===== src/rtl/seg7_scan_ctrl.sv =====
// Purpose : time-multiplexed scan of NDIG common-anode 7-seg digits with guard blanking,
//           double-buffered hex value and optional leading-zero blanking.
// Latency : all outputs registered; a loaded value appears from digit 0 of the next frame.
// Backpressure: none; load is always accepted, the last load before a frame boundary wins.
// Ports: clk/rst (sync, active-high); en scan enable; load/value/dp_in write the pending
//        buffer; lz_blank enables leading-zero blanking; seg/dp/an active-low display pins;
//        digit_idx current slot index; frame_done one-cycle pulse at the start of each frame.
module seg7_scan_ctrl #(
  parameter int NDIG     = 4,
  parameter int PRESCALE = 50000,
  parameter int GUARD    = 2,
  parameter int CW       = 16
) (
  input  logic              clk,
  input  logic              rst,
  input  logic              en,
  input  logic              load,
  input  logic [4*NDIG-1:0] value,
  input  logic [NDIG-1:0]   dp_in,
  input  logic              lz_blank,
  output logic [6:0]        seg,
  output logic              dp,
  output logic [NDIG-1:0]   an,
  output logic [2:0]        digit_idx,
  output logic              frame_done
);

  typedef enum logic [1:0] {IDLE, BLANK, SHOW} state_t;

  localparam logic [CW-1:0] PLAST   = CW'(PRESCALE - 1);
  localparam logic [CW-1:0] GLAST   = (GUARD > 0) ? CW'(GUARD - 1) : '0;
  localparam logic [2:0]    LASTDIG = 3'(NDIG - 1);

  state_t            state, state_nxt;
  logic [CW-1:0]     cnt, cnt_nxt;
  logic [2:0]        idx, idx_nxt;
  logic              boundary, entry;

  logic [4*NDIG-1:0] pend, disp, disp_nxt;
  logic [NDIG-1:0]   pend_dp, disp_dp, disp_dp_nxt;
  logic              pend_vld, pend_vld_nxt;

  logic [6:0]        seg_nxt;
  logic              dp_nxt;
  logic [NDIG-1:0]   an_nxt;
  logic [2:0]        digit_idx_nxt;

  function automatic logic [6:0] hex7(input logic [3:0] h);
    case (h)
      4'h0: hex7 = 7'b1000000;
      4'h1: hex7 = 7'b1111001;
      4'h2: hex7 = 7'b0100100;
      4'h3: hex7 = 7'b0110000;
      4'h4: hex7 = 7'b0011001;
      4'h5: hex7 = 7'b0010010;
      4'h6: hex7 = 7'b0000010;
      4'h7: hex7 = 7'b1111000;
      4'h8: hex7 = 7'b0000000;
      4'h9: hex7 = 7'b0010000;
      4'hA: hex7 = 7'b0001000;
      4'hB: hex7 = 7'b0000011;
      4'hC: hex7 = 7'b1000110;
      4'hD: hex7 = 7'b0100001;
      4'hE: hex7 = 7'b0000110;
      default: hex7 = 7'b0001110;
    endcase
  endfunction

  // Next-state: slot sequencing and the frame-boundary / scan-entry events.
  always_comb begin
    state_nxt = state;
    cnt_nxt   = cnt;
    idx_nxt   = idx;
    boundary  = 1'b0;
    entry     = 1'b0;
    case (state)
      IDLE: begin
        if (en) begin
          entry     = 1'b1;
          idx_nxt   = 3'd0;
          cnt_nxt   = '0;
          state_nxt = (GUARD > 0) ? BLANK : SHOW;
        end
      end
      BLANK: begin
        if (cnt == GLAST) begin
          cnt_nxt   = '0;
          state_nxt = SHOW;
        end else begin
          cnt_nxt = cnt + CW'(1);
        end
      end
      SHOW: begin
        if (cnt == PLAST) begin
          cnt_nxt   = '0;
          state_nxt = (GUARD > 0) ? BLANK : SHOW;
          if (idx == LASTDIG) begin
            idx_nxt  = 3'd0;
            boundary = 1'b1;
          end else begin
            idx_nxt = idx + 3'd1;
          end
        end else begin
          cnt_nxt = cnt + CW'(1);
        end
      end
      default: state_nxt = IDLE;
    endcase
    // Dropping en aborts the frame outright: no boundary, pending stays put.
    if (!en) begin
      state_nxt = IDLE;
      idx_nxt   = 3'd0;
      cnt_nxt   = '0;
      boundary  = 1'b0;
      entry     = 1'b0;
    end
  end

  // Display buffer only updates at a frame boundary or on scan entry, so a frame never tears.
  // A load coinciding with the boundary goes straight to the display.
  always_comb begin
    disp_nxt     = disp;
    disp_dp_nxt  = disp_dp;
    pend_vld_nxt = pend_vld | load;
    if (boundary) begin
      pend_vld_nxt = 1'b0;
      if (load) begin
        disp_nxt    = value;
        disp_dp_nxt = dp_in;
      end else if (pend_vld) begin
        disp_nxt    = pend;
        disp_dp_nxt = pend_dp;
      end
    end else if (entry) begin
      pend_vld_nxt = load;
      if (pend_vld) begin
        disp_nxt    = pend;
        disp_dp_nxt = pend_dp;
      end
    end
  end

  // Output decode from next-cycle state so the registered pins line up with the FSM state.
  always_comb begin
    logic [3:0]      nib;
    logic            dpb;
    logic            zrun;
    logic [NDIG-1:0] lzm;
    nib           = 4'h0;
    dpb           = 1'b0;
    zrun          = 1'b1;
    lzm           = '0;
    seg_nxt       = 7'h7F;
    dp_nxt        = 1'b1;
    an_nxt        = '1;
    digit_idx_nxt = (state_nxt == IDLE) ? 3'd0 : idx_nxt;
    // lzm[k] = nibbles k..NDIG-1 are all zero
    for (int k = NDIG - 1; k >= 0; k--) begin
      zrun   = zrun & (disp_nxt[4*k +: 4] == 4'h0);
      lzm[k] = zrun;
    end
    for (int k = 0; k < NDIG; k++) begin
      if (idx_nxt == 3'(k)) begin
        nib = disp_nxt[4*k +: 4];
        dpb = disp_dp_nxt[k];
        if (state_nxt == SHOW) begin
          an_nxt[k] = 1'b0;
          dp_nxt    = ~dpb;
          // Blanked digits keep their anode slot so brightness/timing stays uniform.
          if (lz_blank && (k > 0) && lzm[k]) seg_nxt = 7'h7F;
          else                               seg_nxt = hex7(nib);
        end
      end
    end
  end

  always_ff @(posedge clk) begin
    if (rst) begin
      state      <= IDLE;
      cnt        <= '0;
      idx        <= 3'd0;
      pend       <= '0;
      pend_dp    <= '0;
      pend_vld   <= 1'b0;
      disp       <= '0;
      disp_dp    <= '0;
      seg        <= 7'h7F;
      dp         <= 1'b1;
      an         <= '1;
      digit_idx  <= 3'd0;
      frame_done <= 1'b0;
    end else begin
      state      <= state_nxt;
      cnt        <= cnt_nxt;
      idx        <= idx_nxt;
      if (load) begin
        pend    <= value;
        pend_dp <= dp_in;
      end
      pend_vld   <= pend_vld_nxt;
      disp       <= disp_nxt;
      disp_dp    <= disp_dp_nxt;
      seg        <= seg_nxt;
      dp         <= dp_nxt;
      an         <= an_nxt;
      digit_idx  <= digit_idx_nxt;
      frame_done <= boundary;
    end
  end

endmodule


===== config.mk =====
export PLATFORM = sky130hd
export DESIGN_NAME = seg7_scan_ctrl
export DESIGN_NICKNAME = d
export VERILOG_FILES = /design/src/rtl/seg7_scan_ctrl.sv
export SDC_FILE = /design/constraint.sdc
export NUM_CORES = 1
export LEC_CHECK = 0
export CORE_MARGIN = 1
export CORE_UTILIZATION = 40
export DETAILED_ROUTE_END_ITERATION = 7
export PLACE_DENSITY = 0.67
export SLEW_MARGIN = 25
export SYNTH_ARGS = -nofsm -noshare
export SYNTH_HDL_FRONTEND = slang
export SYNTH_SLANG_ARGS = --single-unit
export TNS_END_PERCENT = 50

===== constraint.sdc =====
create_clock -name clk -period 5.6 [get_ports clk]
set_input_delay 0.56 -clock clk [delete_from_list [all_inputs] [get_ports clk]]
set_output_delay 0.56 -clock clk [all_outputs]
set_load 0.005 [all_outputs]

==> reports/metrics.yaml, run 1 <==
setup_path:
  worst-endpoint-required_ns: 5.83
  setup.worst_path.start: "state[0]"
  critical_path_arrival_ns: 5.04
  crit_path_capture_type: "register"
  timing.rr.start: "state[0]"
  reg2reg_depth: 14
  cp-start-kind: "register"
  timing_worst_setup_path_type: "register to register"
  setup.reg_to_reg.worst_slack_ns: 0.79
  critical_path.max_fanout: 44
layout:
  insertedDiodeCount: 0
  number_of_fill_cells: 1228
  post-route-cell-area_sq_um: 6155
  multi_input_logic_area_sq_um: 3498
  final_core_utilization: 0.4818
  sequential_cell_area_sq_um: 1562
  layout-area-overhead-vs-synth_pct: 16.29
  final_cell_count_no_fill: 838
  finalNetCount: 716
  final_layout_size_suffix_gt1_frac: 0.07808
die:
  ios: 41
  initial_core_util: 0.4143
  die_h_um: 117.0
  die-width_um: 117.0
  die_area_sq_um: 13690
  placeableCoreArea_sq_um: 12770
  fp-row-count: 41
grt:
  grt_pass1_wl_mm: 23.98
  antenna_found_initial: 0
  grt_util_all_layers: 0.2315
  grt_overflow: 0
  grt_pass1_vias: 4426
  grt_max_degree: 64
hold_path:
  worst_hold_path_type: "register to register"
  hold_start: "pend_dp[3]"
  timing.hold.worst_path_depth: 2
routing:
  routed_wire_length_per_instance_um: 17.89
  remaining_drc_errors: 0
  via_count: 4796
  drt-vias-per-instance: 5.723
  postRouteWirelength_mm: 14.99
  first_pass_iters: 5
  dr.first_iter.drc_count: 443
  drt.antenna.violating_nets: 0
timing:
  clock_skew_ns: 0.005817
  maxSlewViolCount: 0
  max_slew_margin_vs_limit: 0.3559
  report.final.setup_viol: 0
  fin_crit_sh: 0.8590
  setup-tns-final_ns: 0
  worst_pin_slew_ns: 0.9392
  finalWorstPathRequiredPeriod_ns: 4.810
  rsz0062_at_grt: "false"
  max_freq_mhz: 207.9
  final_critical_path_setup_slack_ns: 0.7897
  hold_violations: 0
clock_network:
  tritoncts_clock_tree: "yes"
  clock_pin_slew_on_the_worst_setup_and_hold_paths_ns: 0.06
  cts_made_buffers: 9
  clkLatencyLatePin_ns: 0.35
  hold_buffers: 0
  cts-root-to-sink-buffers: 2
  cts-htree-levels: 3
  cts.root.buffer_cell: "clkbuf_16"
  clock_tree_sinks: 78
  postCtsSetupRepairBufs: 0
  cts_resized: 0
yosys:
  post_synth.cell_area_avg_sq_um: 8.361
  cell_types_with_the_highest_counts_after_synthesis: "78 x dfxtp_1, 65 x nor2_1, 56 x mux2i_1, 48 x nand2_1, 36 x o21ai_0"
  ys.warnings.count: 0
  yosys_register_bits: 78
  number_of_unique_standard_cell_types_used_by_synthesis: 67
  post-synth-top-count-cell: "dfxtp_1"
  synth_top_area_cell: "dfxtp_1"
  seq_area_frac_synth: 0.2950
  edff_count_synth: 0
  post_synth_instance_area_sq_um: 5293
  ys_dominant_reg_cell: "dfxtp_1"
  synth_async_sr_flop_share: 0
  synth_top_area_share: 0.2950
  syn-num-nets: 688
  syn-instance-count: 633
  biggest_area_contributors_in_the_synthesized_netlist: "dfxtp_1 30%, mux2i_1 11%, ha_1 7.1%"
power_and_ir_drop:
  ir_worst_vdd_mv: 0.1718
  leakage_power_of_the_design_nw: 2.455
  powerDensity_nw_per_um2: 224.8
placement:
  place.port_buffers: 40
  numPlacedInstances: 822
  gpl.final_weighted_congestion: 0.8845
  dp_slack_ns: 0.8242
  dpl_cell_area_sq_um: 5818
  dp_hpwl_mm: 10.87
status:
  outcome: "complete, no violations"
run:
  max_cap_viols: 0
[final cells by class]
| class | instances | share of cell area |
|---|---|---|
| multi-input combinational | 499 | 0.5684 |
| inverter | 26 | 0.01586 |
| clock inverter | 5 | 0.01321 |
| sequential | 78 | 0.2537 |
| clock buffer | 11 | 0.04107 |
| timing repair buffer | 47 | 0.07278 |
| tap | 172 | 0.03497 |
[final timing paths]
| kind | end |
|---|---|
| worst min-delay path | pend_dp[3] |
| worst max register to register | seg[0] |
| worst max-delay path | seg[0] |
| worst min register to register | pend_dp[3] |
[per-stage QoR]
stage          hold WS, ns  power [mW]
2_1_floorplan       0.4605      0.6882
3_3_place_gp        0.4783      0.7362
5_1_grt             0.5279       1.437
6_report            0.4945       1.384
4_1_cts             0.5024       1.394
3_5_place_dp        0.4849      0.7370
[critical path: stages, from the launching register on]
cell and delay (ns):
dfxtp_1 0.37, inv_1 0.11, ha_1 0.21, or4b_1 0.52
nor4_4 0.49, nand2_2 0.66, o21ai_0 0.74, ha_1 0.37
nand2_1 0.07, nor2_1 0.08, o21ai_0 0.11, o21bai_1 0.31
a31oi_1 0.08, o21a_1 0.21, o32ai_1 0.36
[cell usage in the layout (no fill, tap or decap), drive strengths merged, types with 4 or more instances in the layout]
master and count:
o21a 4, o221ai 4, mux2i 57, o211ai 6, clkdlybuf4s50 39, a221oi 5, nor4 8, o31ai 6
nor2b 9, o22ai 6, buf 8, mux2 6, a211o 4, a31oi 8, o21ai 47, clkbuf 11
nor4b 5, nand2b 30, dfxtp 78, xnor2 6, nor2 65, xor2 9, a21oi 33, nand4 8
and3 7, a21o 4, inv 26, nand2 49, or3 8, nand3 8, o32ai 8, nor3 14
a211oi 9, ha 30
[cells by family after synthesis]
kind of cell / count (synthesis) / synth area share
xor gates and xnor gates: 15 / 0.02482
AOI/OAI and AO/OA: 161 / 0.2038
buffers and inverters: 56 / 0.04444
muxes: 64 / 0.1272
DFF: 78 / 0.2950
adders and majority gates: 30 / 0.07092
and+or+nand+nor: 229 / 0.2338
[layer usage]
layer	global-route usage	vias up	wire length, um
met1	0.3209	2268	7343
met3	0.06488	21	999
met4	0.07089	0	293
li1	-	2364	-
met5	0	-	0
met2	0.3475	143	6353
[where the power goes]
part / switching, mW / internal, mW / total, mW
Clock: 0.242 / 0.414 / 0.656
Combinational: 0.0875 / 0.0629 / 0.150
Sequential: 0.0107 / 0.566 / 0.577
[flip-flops by register name, summed over array words and instances, names as in the netlist]
signal	count
an	4
cnt	16
digit_idx	3
disp	16
disp_dp	4
dp	1
frame_done	1
idx	3
pend	16
pend_dp	4
pend_vld	1
seg	7
state	2
No activity file was read; power rests on OpenSTA's default activity.
==> inputs of run 2 (changes only) <==
--- a/config.mk
+++ b/config.mk
@@ -13,4 +13,3 @@
 export SYNTH_ARGS = -nofsm -noshare
 export SYNTH_HDL_FRONTEND = slang
 export SYNTH_SLANG_ARGS = --single-unit
-export TNS_END_PERCENT = 50
==> results of run 2 <==
No change in the layout: final DEF, timing and power equal those of run 1.
